==> src/rtl/fx_sched_pkg.sv <==
// Shared slot map, RAM request bundle and slot classification for the
// effects-path sample scheduler.
package fx_sched_pkg;

    localparam int RAM_ADDR_W = 13;
    localparam int RAM_DATA_W = 11;

    localparam logic [9:0] SLOT_LOAD    = 10'd0;
    localparam logic [9:0] SLOT_LAST_FX = 10'd4;
    localparam logic [9:0] SLOT_WRITE   = 10'd5;
    localparam logic [9:0] SLOT_DAC     = 10'd6;
    localparam logic [9:0] SLOT_HOST    = 10'd7;
    localparam logic [9:0] COUNTER_IDLE = 10'h3FF;

    typedef enum logic [1:0] {
        PH_FX,
        PH_WRITE,
        PH_DAC,
        PH_HOST
    } slot_phase_e;

    typedef struct packed {
        logic [RAM_ADDR_W-1:0] addr;
        logic [RAM_DATA_W-1:0] wdata;
        logic                  we;
    } ram_req_t;

    // Offset form keeps the lower bound meaningful without an always-true compare.
    function automatic slot_phase_e slot_phase(input logic [9:0] c);
        slot_phase_e ph;
        if ((c - SLOT_LOAD) <= (SLOT_LAST_FX - SLOT_LOAD)) ph = PH_FX;
        else if (c == SLOT_WRITE)                         ph = PH_WRITE;
        else if (c == SLOT_DAC)                           ph = PH_DAC;
        else if (c >= SLOT_HOST)                          ph = PH_HOST;
        else                                              ph = PH_DAC;
        return ph;
    endfunction

endpackage

==> src/rtl/ram_port_mux.sv <==
// Slot-based owner select for the single delay-RAM port: effects in the
// fixed slots, host in the idle window unless a sample is being accepted.
module ram_port_mux
    import fx_sched_pkg::*;
(
    input  logic                  active,
    input  logic [9:0]            counter,
    input  logic                  adc_ready,
    input  logic [RAM_ADDR_W-1:0] fx_address,
    input  logic [RAM_DATA_W-1:0] fx_write_voltage,
    input  logic                  host_req,
    input  logic                  host_we,
    input  logic [RAM_ADDR_W-1:0] host_addr,
    input  logic [RAM_DATA_W-1:0] host_wdata,
    output ram_req_t              ram_req,
    output logic                  host_gnt
);

    always_comb begin
        ram_req  = '0;
        host_gnt = 1'b0;
        if (active) begin
            unique case (slot_phase(counter))
                PH_FX: begin
                    ram_req.addr = fx_address;
                end
                PH_WRITE: begin
                    ram_req.addr  = fx_address;
                    ram_req.wdata = fx_write_voltage;
                    ram_req.we    = 1'b1;
                end
                PH_DAC: begin
                    ram_req = '0;
                end
                PH_HOST: begin
                    if (host_req && !adc_ready) begin
                        host_gnt      = 1'b1;
                        ram_req.addr  = host_addr;
                        ram_req.wdata = host_wdata;
                        ram_req.we    = host_we;
                    end
                end
                default: ram_req = '0;
            endcase
        end
    end

endmodule

==> src/rtl/fx_scheduler.sv <==
// Per-sample slot scheduler: frame counter, sample latch, DAC register,
// overrun flag and host read return around the delay-RAM port mux.
module fx_scheduler
    import fx_sched_pkg::*;
#(
    parameter int SAMPLE_W = 10,
    parameter int ADDR_W   = RAM_ADDR_W,
    parameter int DATA_W   = RAM_DATA_W
) (
    input  logic                clk,
    input  logic                reset,
    input  logic                adc_ready,
    input  logic [SAMPLE_W-1:0] adc_data,
    output logic [SAMPLE_W-1:0] sample_voltage,
    output logic [9:0]          counter,
    input  logic [ADDR_W-1:0]   fx_address,
    input  logic [DATA_W-1:0]   fx_write_voltage,
    input  logic [DATA_W-1:0]   fx_send_voltage,
    output logic [DATA_W-1:0]   fx_read_voltage,
    output logic [ADDR_W-1:0]   ram_addr,
    output logic [DATA_W-1:0]   ram_wdata,
    output logic                ram_we,
    input  logic [DATA_W-1:0]   ram_rdata,
    input  logic                host_req,
    input  logic                host_we,
    input  logic [ADDR_W-1:0]   host_addr,
    input  logic [DATA_W-1:0]   host_wdata,
    output logic                host_gnt,
    output logic                host_rvalid,
    output logic [DATA_W-1:0]   host_rdata,
    output logic                dac_valid,
    output logic [DATA_W-1:0]   dac_data,
    output logic                overrun
);

    ram_req_t ram_req;
    logic     in_window;
    logic     accept;
    logic     host_read;

    assign in_window = (slot_phase(counter) == PH_HOST);
    assign accept    = adc_ready && in_window;
    assign host_read = host_gnt && !host_we;

    ram_port_mux u_mux (
        .active           (!reset),
        .counter          (counter),
        .adc_ready        (adc_ready),
        .fx_address       (fx_address),
        .fx_write_voltage (fx_write_voltage),
        .host_req         (host_req),
        .host_we          (host_we),
        .host_addr        (host_addr),
        .host_wdata       (host_wdata),
        .ram_req          (ram_req),
        .host_gnt         (host_gnt)
    );

    assign ram_addr        = ram_req.addr;
    assign ram_wdata       = ram_req.wdata;
    assign ram_we          = ram_req.we;
    assign fx_read_voltage = ram_rdata;

    always_ff @(posedge clk or posedge reset) begin
        if (reset) begin
            counter        <= COUNTER_IDLE;
            sample_voltage <= '0;
            dac_data       <= '0;
            dac_valid      <= 1'b0;
            host_rdata     <= '0;
            host_rvalid    <= 1'b0;
            overrun        <= 1'b0;
        end else begin
            if (accept) begin
                counter        <= '0;
                sample_voltage <= adc_data;
            end else if (counter != COUNTER_IDLE) begin
                counter <= counter + 10'd1;
            end
            if (adc_ready && !in_window) begin
                overrun <= 1'b1;
            end
            // Registered on the write slot so the word is held through the DAC slot.
            dac_valid <= (counter == SLOT_WRITE);
            if (counter == SLOT_WRITE) begin
                dac_data <= fx_send_voltage;
            end
            host_rvalid <= host_read;
            if (host_read) begin
                host_rdata <= ram_rdata;
            end
        end
    end

endmodule

==> config.mk <==
export PLATFORM = sky130hd
export DESIGN_NAME = fx_scheduler
export DESIGN_NICKNAME = d
export VERILOG_FILES = /design/src/rtl/fx_sched_pkg.sv /design/src/rtl/ram_port_mux.sv /design/src/rtl/fx_scheduler.sv
export SDC_FILE = /design/constraint.sdc
export NUM_CORES = 1
export LEC_CHECK = 0
export ABC_CLOCK_PERIOD_IN_PS = 3350
export CAP_MARGIN = 5
export CELL_PAD_IN_SITES_DETAIL_PLACEMENT = 1
export CELL_PAD_IN_SITES_GLOBAL_PLACEMENT = 1
export CORE_MARGIN = 2
export CORE_UTILIZATION = 25
export CTS_CLUSTER_SIZE = 30
export DETAILED_ROUTE_END_ITERATION = 8
export PLACE_DENSITY = 0.85
export SLEW_MARGIN = 20
export SYNTH_ARGS = -nofsm -noshare
export SYNTH_HDL_FRONTEND = slang
export SYNTH_SLANG_ARGS = --single-unit
export TNS_END_PERCENT = 20
==> constraint.sdc <==
create_clock -name clk -period 3.35 [get_ports clk]
set_input_delay 0.67 -clock clk [delete_from_list [all_inputs] [get_ports clk]]
set_output_delay 0.67 -clock clk [all_outputs]
set_load 0.02 [all_outputs]
; Word-level counts from Yosys, hierarchy flattened
; Index checks and enable logic that the tools add are counted.
; Widths: inputs -> output; s select.
[word_totals]
mem_bits_ro = 0
latch_bits = 0
register_bits = 45
ramBits = 0
inputBits = 85
n_memories = 0
elab_cells = 41
[classes]
order_cmp = 2
mul = 0
div = 0
n_reduce_logical = 10
bitwise_logic = 0
n_eq_ne = 7
shift = 0
n_mux = 14
addsub = 1
[ops]
columns = op, n
row1 = $mux 25, 2
row2 = $pmux 13 s3, 1
row3 = $pmux 12 s2, 1
row4 = $eq 10x3->1 const B, 2
row5 = $mux 10, 2
row6 = $add 10x1->10 const B, 1
row7 = $ge 10x3->1 const B, 1
row8 = $le 10x3->1 const B, 1
row9 = $ne 10x10->1 const B, 1
row10 = $mux 2, 4
row11 = $eq 2x2->1 const B, 3
row12 = $logic_and 1x1->1, 4
row13 = $mux 1, 4
row14 = $logic_not 1->1, 3
row15 = $eq 2x1->1 const B, 1
row16 = $logic_not 2->1, 1
row17 = $reduce_bool 2->1, 1
row18 = $reduce_or 2->1, 1

; Depth between registers and ports, before layout
[logic_depth]
word_depth = 10
depth_mapped = 7

; Modules after synthesis
; From an unflattened synthesis, not the netlist that was laid out.
[hier_totals]
cells_unflattened = 225
hier_area_um2 = 2502.4
[by_module_without_submodules]
columns = module, area_per_inst_um2, instances, cells_per_inst
row1 = fx_scheduler, 2001.9, 1, 154
row2 = ram_port_mux, 500.5, 1, 71

; Worst setup path after synthesis
; No wires, ideal clock.
[synth_path]
path_type = input-to-output
from = input port reset
to = output port ram_addr[10]
setup_slack_ps = -104
stages = 5
arrival_ps = 2784
path_buffers = 1
path_cell_list = inv_1 nand2_1 nor2_1 clkbuf_1 a22o_1
[synth_between]
elab_chain_len = 1
[synth_rtl]
columns = item, line_no
row1 = from (decl), fx_scheduler.sv:11  ; input logic reset,
row2 = $mux 25, ram_port_mux.sv:22  ; if (active) begin
row3 = to (decl), fx_scheduler.sv:20  ; output logic [ADDR_W-1:0] ram_addr,
; No other way between the ends.

; Final worst setup path
[layout_path]
from = register counter[0]
to = output port host_gnt
[layout_between]
elab_chain_len = 9
[layout_rtl]
columns = item, line_no
row1 = from (decl), fx_scheduler.sv:15  ; output logic [9:0] counter,
row2 = from (signal assigned), fx_scheduler.sv:78  ; counter <= counter + 10'd1;
row3 = $ge 10x3->1, fx_sched_pkg.sv:34  ; else if (c >= SLOT_HOST) ph = PH_HOST;
row4 = $mux 1, fx_sched_pkg.sv:34
row5 = $mux 2, n/a
row6 = $mux 2, fx_sched_pkg.sv:32  ; else if (c == SLOT_WRITE) ph = PH_WRITE;
row7 = $mux 2 (*), fx_sched_pkg.sv:31  ; if ((c - SLOT_LOAD) <= (SLOT_LAST_FX - SLOT_LOAD)) ph = PH_FX;
row8 = $mux 2 (*), ram_port_mux.sv:22
row9 = $eq 2x2->1 (*), ram_port_mux.sv:23  ; unique case (slot_phase(counter))
row10 = $mux 1 (*), ram_port_mux.sv:23
row11 = $mux 1 (*), ram_port_mux.sv:22
row12 = to (decl), fx_scheduler.sv:28  ; output logic host_gnt,
; Mark *: on every way between the ends. The rest lies on a longest branch, timed or not. The select of a mux whose other input is x is not followed.

==> metrics.md <==
| Metric | Value |
|---|---|
| Slew Limit Fails | 0 |
| CP Launch Type | flop |
| Final WL | 8.249 mm |
| Wire per inst | 17.40 microns |
| Critical R2R Capture | sample_voltage[9] |
| Vias | 2295 |
| Worst Skew | 0.008454 ns |
| Flop pwr share | 0.288 |
| CP Max Fanout | 14 |
| Worst Hold End | overrun |
| GR Util met2 | 0.2868 |
| Vias in the first global route | 2461 |
| Number of max-cap violations | 0 |
| Status | finished clean |
| Warnings, synthesis | 0 |
| Layout cells sized above 1 | 0.1928 |
| Final-stage net count | 451 |
| P_sw | 1.260 mW |
| Asr flop ratio synth | 1.000 |
| Worst EP required | about 2.7 ns |
| CTS Buf Count | 5 |
| First-pass GRT wire length | 13.26 mm |
| Synth Register Bits | 45 |
| Met3 Use GR | 0.03451 |
| Core area | 9196 sq um |
| PwrDens | approximately 750 nW/um^2 |
| Placement Setup Slack | 0.05870 ns |
| Fillers | 1014 |
| Area leader, netlist | dfrtp_1 |
| DRT Pass-1 Iters | 4 |
| P&R area growth vs syn | 81.58% |
| Vias/cell | between 4 and 5 |
| Worst VDD drop | 0.2335 mV |
| Cell family with most CP delay | buffers and inverters |
| Post-synth top area share | 0.3706 |
| CP endpoint kind | output pin |
| Clock root cell | clkbuf_8 |
| PortBufs | roughly 170 |
| Post-route insts no fill | 474 |
| Die X | 101.2 microns |
| Crit path max-delay cell type | clkdlybuf4s50_1 |
| Vert. Die Dim | 101.2 microns |
| Worst R2R Setup Slack | 1.07 ns |
| Number of diodes | 0 |
| 1st-iter DRT viols | 40 |
| Fin worst setup slack | 0.1841 ns |
| Post-place instance area | 4120 sq um |
| Postcts setup bufs | 0 |
| Slew @ Worst Pin | 0.5807 ns |
| Hold Path Cell Cnt | 1 |
| CP Cell Sequence | inv_1 -> ha_1 -> nor3b_4 -> a211oi_2 -> nor2_1 -> buf_4 -> clkdlybuf4s50_1 |
| Clock latency reported for the late side of the worst-skew pair | 0.29 ns |
| R2R depth | 7 |
| Final Cell Area | 4292 sq um |
| Critical path's largest stage delay | 0.63 ns |
| Critical Path AT | approximately 2.5 ns |
| Leakage | 2.059 nW |
| Rel. slew slack | 0.6128 |
| Area of the multi-input gates | 1102 sq um |
| Shortest period the worst path allows | 3.166 ns |
| Sequential-to-total area share from yosys stat | 0.4817 |
| GPL Wtd Cong | slightly below 0.8 |
| R2R Path Start | counter[0] |
| WP buf/inv | 3 |
| Dpl hpwl | 6.518 mm |
| Clock power frac | 0.101 |
| Post-Syn Nets | 290 |
| Drt drc | 0 |
| Initial antenna violation count | 0 |
| Gate Count Post-Synth | between 200 and 250 |
| Final Cycle Share | 0.9451 |
| Clock sinks | 45 |
| Fmax | 315.9 MHz |
| Placed Cells | between 400 and 500 |
| Crit path kind | flop to output pin |
| Io pins | 167 |
| Starting Density | 0.2570 |
| Met1 usage | 0.2088 |
| Total gr overflow | 0 |
| Pint | just under 2 mW |
| Sw Share | 0.3919 |
| Final Hold Viols | 0 |
| Synthesized area per cell | 11.76 sq um |
| Rows | 35 |
| Max Root-Sink Buffers | 2 |
| CTS Hold Bufs | 0 |
| Total power | 3.215 mW |
| Die Area | 10250 sq um |
| Max H-tree Level | 2 |
| Final setup viols | 0 |
| Part of the power in combinational logic | 0.610 |
| Synth cell types | 41 |
| Antenna-violating nets left | 0 |
| CTS tree | yes |
| RSZ-0062 raised after global routing | no |
| Synth Cell Area | 2364 sq um |
| TNS Setup | 0 ns |
| HP Class | flop to flop |
| Ranking of synthesized cells by area | dfrtp_1 37%, dfstp_2 11%, mux2_2 10%, mux2_4 6.4%, a22o_1 4.8% |
| Hold Startpoint | overrun |
| Clk slew on worst S/H paths | ~0.08 ns |
| Register Area | 1139 sq um |
| Largest net degree at the start of global routing | 46 |
| EDFF count, synth | 0 |
| Main synth FF type | dfrtp_1 |
| GRT Max-Usage Layer | met2 |
| Overall Global Routing Usage | 0.1618 |
[kinds of logic (layout without fill, tap and decap cells)]
kind of cell / after synthesis / in the layout / synth area share
adder cells (fa/ha/maj): 4 / 4 / 0.02118
AO/OA/AOI/OAI: 43 / 43 / 0.1456
flip-flops: 45 / 45 / 0.4817
buffers and inverters: 28 / 190 / 0.06829
AND/OR/NAND/NOR: 47 / 47 / 0.1069
XOR/XNOR: 1 / 1 / 0.003706
multiplexers: 33 / 33 / 0.1726
[worst register-to-register path: cells and delay by family (launching register included)]
kind | cells | cell delay (ns)
buffers and inverters | 2 | 0.36
AO/OA/AOI/OAI | 1 | 0.27
flip-flops | 1 | 0.54
multiplexers | 1 | 0.34
AND/OR/NAND/NOR | 2 | 0.43
adder cells (fa/ha/maj) | 1 | 0.23
[worst max-delay path by stage]
stage,to,cells past startpoint,start
2_1_floorplan,ram_addr[10],7,counter[0]
5_1_grt,host_gnt,7,counter[0]
3_3_place_gp,ram_wdata[7],7,counter[0]
3_5_place_dp,ram_wdata[10],7,counter[0]
6_report,host_gnt,7,counter[0]
4_1_cts,ram_addr[2],8,counter[0]
[cells in the final DEF, fill, tap and decap left out, types with 2 or more instances in the layout]
cell             count
clkinvlp_4           2
clkdlybuf4s50_1    141
inv_1                4
clkinv_2             2
ha_1                 3
dlymetal6s2s_1      24
nor3_1               5
clkbuf_8             5
nand3_1              2
a22o_1              13
mux2_4              10
and4_1               4
nor2b_1              2
a21oi_1              3
or3_1                2
dfstp_2             10
a211oi_1             2
and3_1               2
nor2_1              17
dfrtp_1             35
nand2_1              4
a31oi_1              4
buf_4               11
mux2_2              21
o21ai_0              2
a32oi_1             11
[routing by layer]
layer	up-vias	routed length (microns)
met4	0	36
met5	-	0
met2	74	4314
met1	1144	3493
met3	6	403
li1	1071	-
[flip-flops by register name, indices dropped and copies added, names as in the netlist]
register and cells:
counter 10, dac_data 11, dac_valid 1, host_rdata 11
host_rvalid 1, overrun 1, sample_voltage 10
[per-stage QoR]
step,hold WS [ns],util
after floorplan,0.5372,-
after global placement,0.4535,0.4480
after detailed placement,0.4579,0.4480
after CTS,0.4764,0.4581
after global routing,0.5064,0.4667
final,0.4707,0.4667
[Yosys cell counts, drive strengths merged (3+ instances only)]
cell type and n:
inv 5, a22o 13, dfrtp 35, mux2 32, nor3 5, nor2b 3
a31oi 4, and4 4, clkbuf 5, nor2 17, buf 18, a21oi 3
a211oi 3, a32oi 11, ha 4, nand2 4, dfstp 10
[power groups by stage]
stage	Sequential (mW)	Combinational (mW)	Clock [mW]
CTS	0.932	1.97	0.347
finish	0.928	1.96	0.325
detailed placement	0.940	1.96	0
global placement	0.924	1.91	0
global route	0.964	2.10	0.372
floorplan	1.22	0.764	0
[final cells by class]
type,instances,area share
repair buffers,177,0.4201
clock buffers,5,0.01603
flip-flops and latches,45,0.2653
clock inverters,3,0.004082
well taps,111,0.03236
multi-input cells,128,0.2569
inverters,5,0.005248
[timing repair]
action                                  in CTS  in global routing
endpoints found under the hold margin        0                  0
endpoints found under the setup margin      26                 25
gates resized for setup                      4                 28
gates cloned                                 0                  0
(Power assumes the default switching activity.)
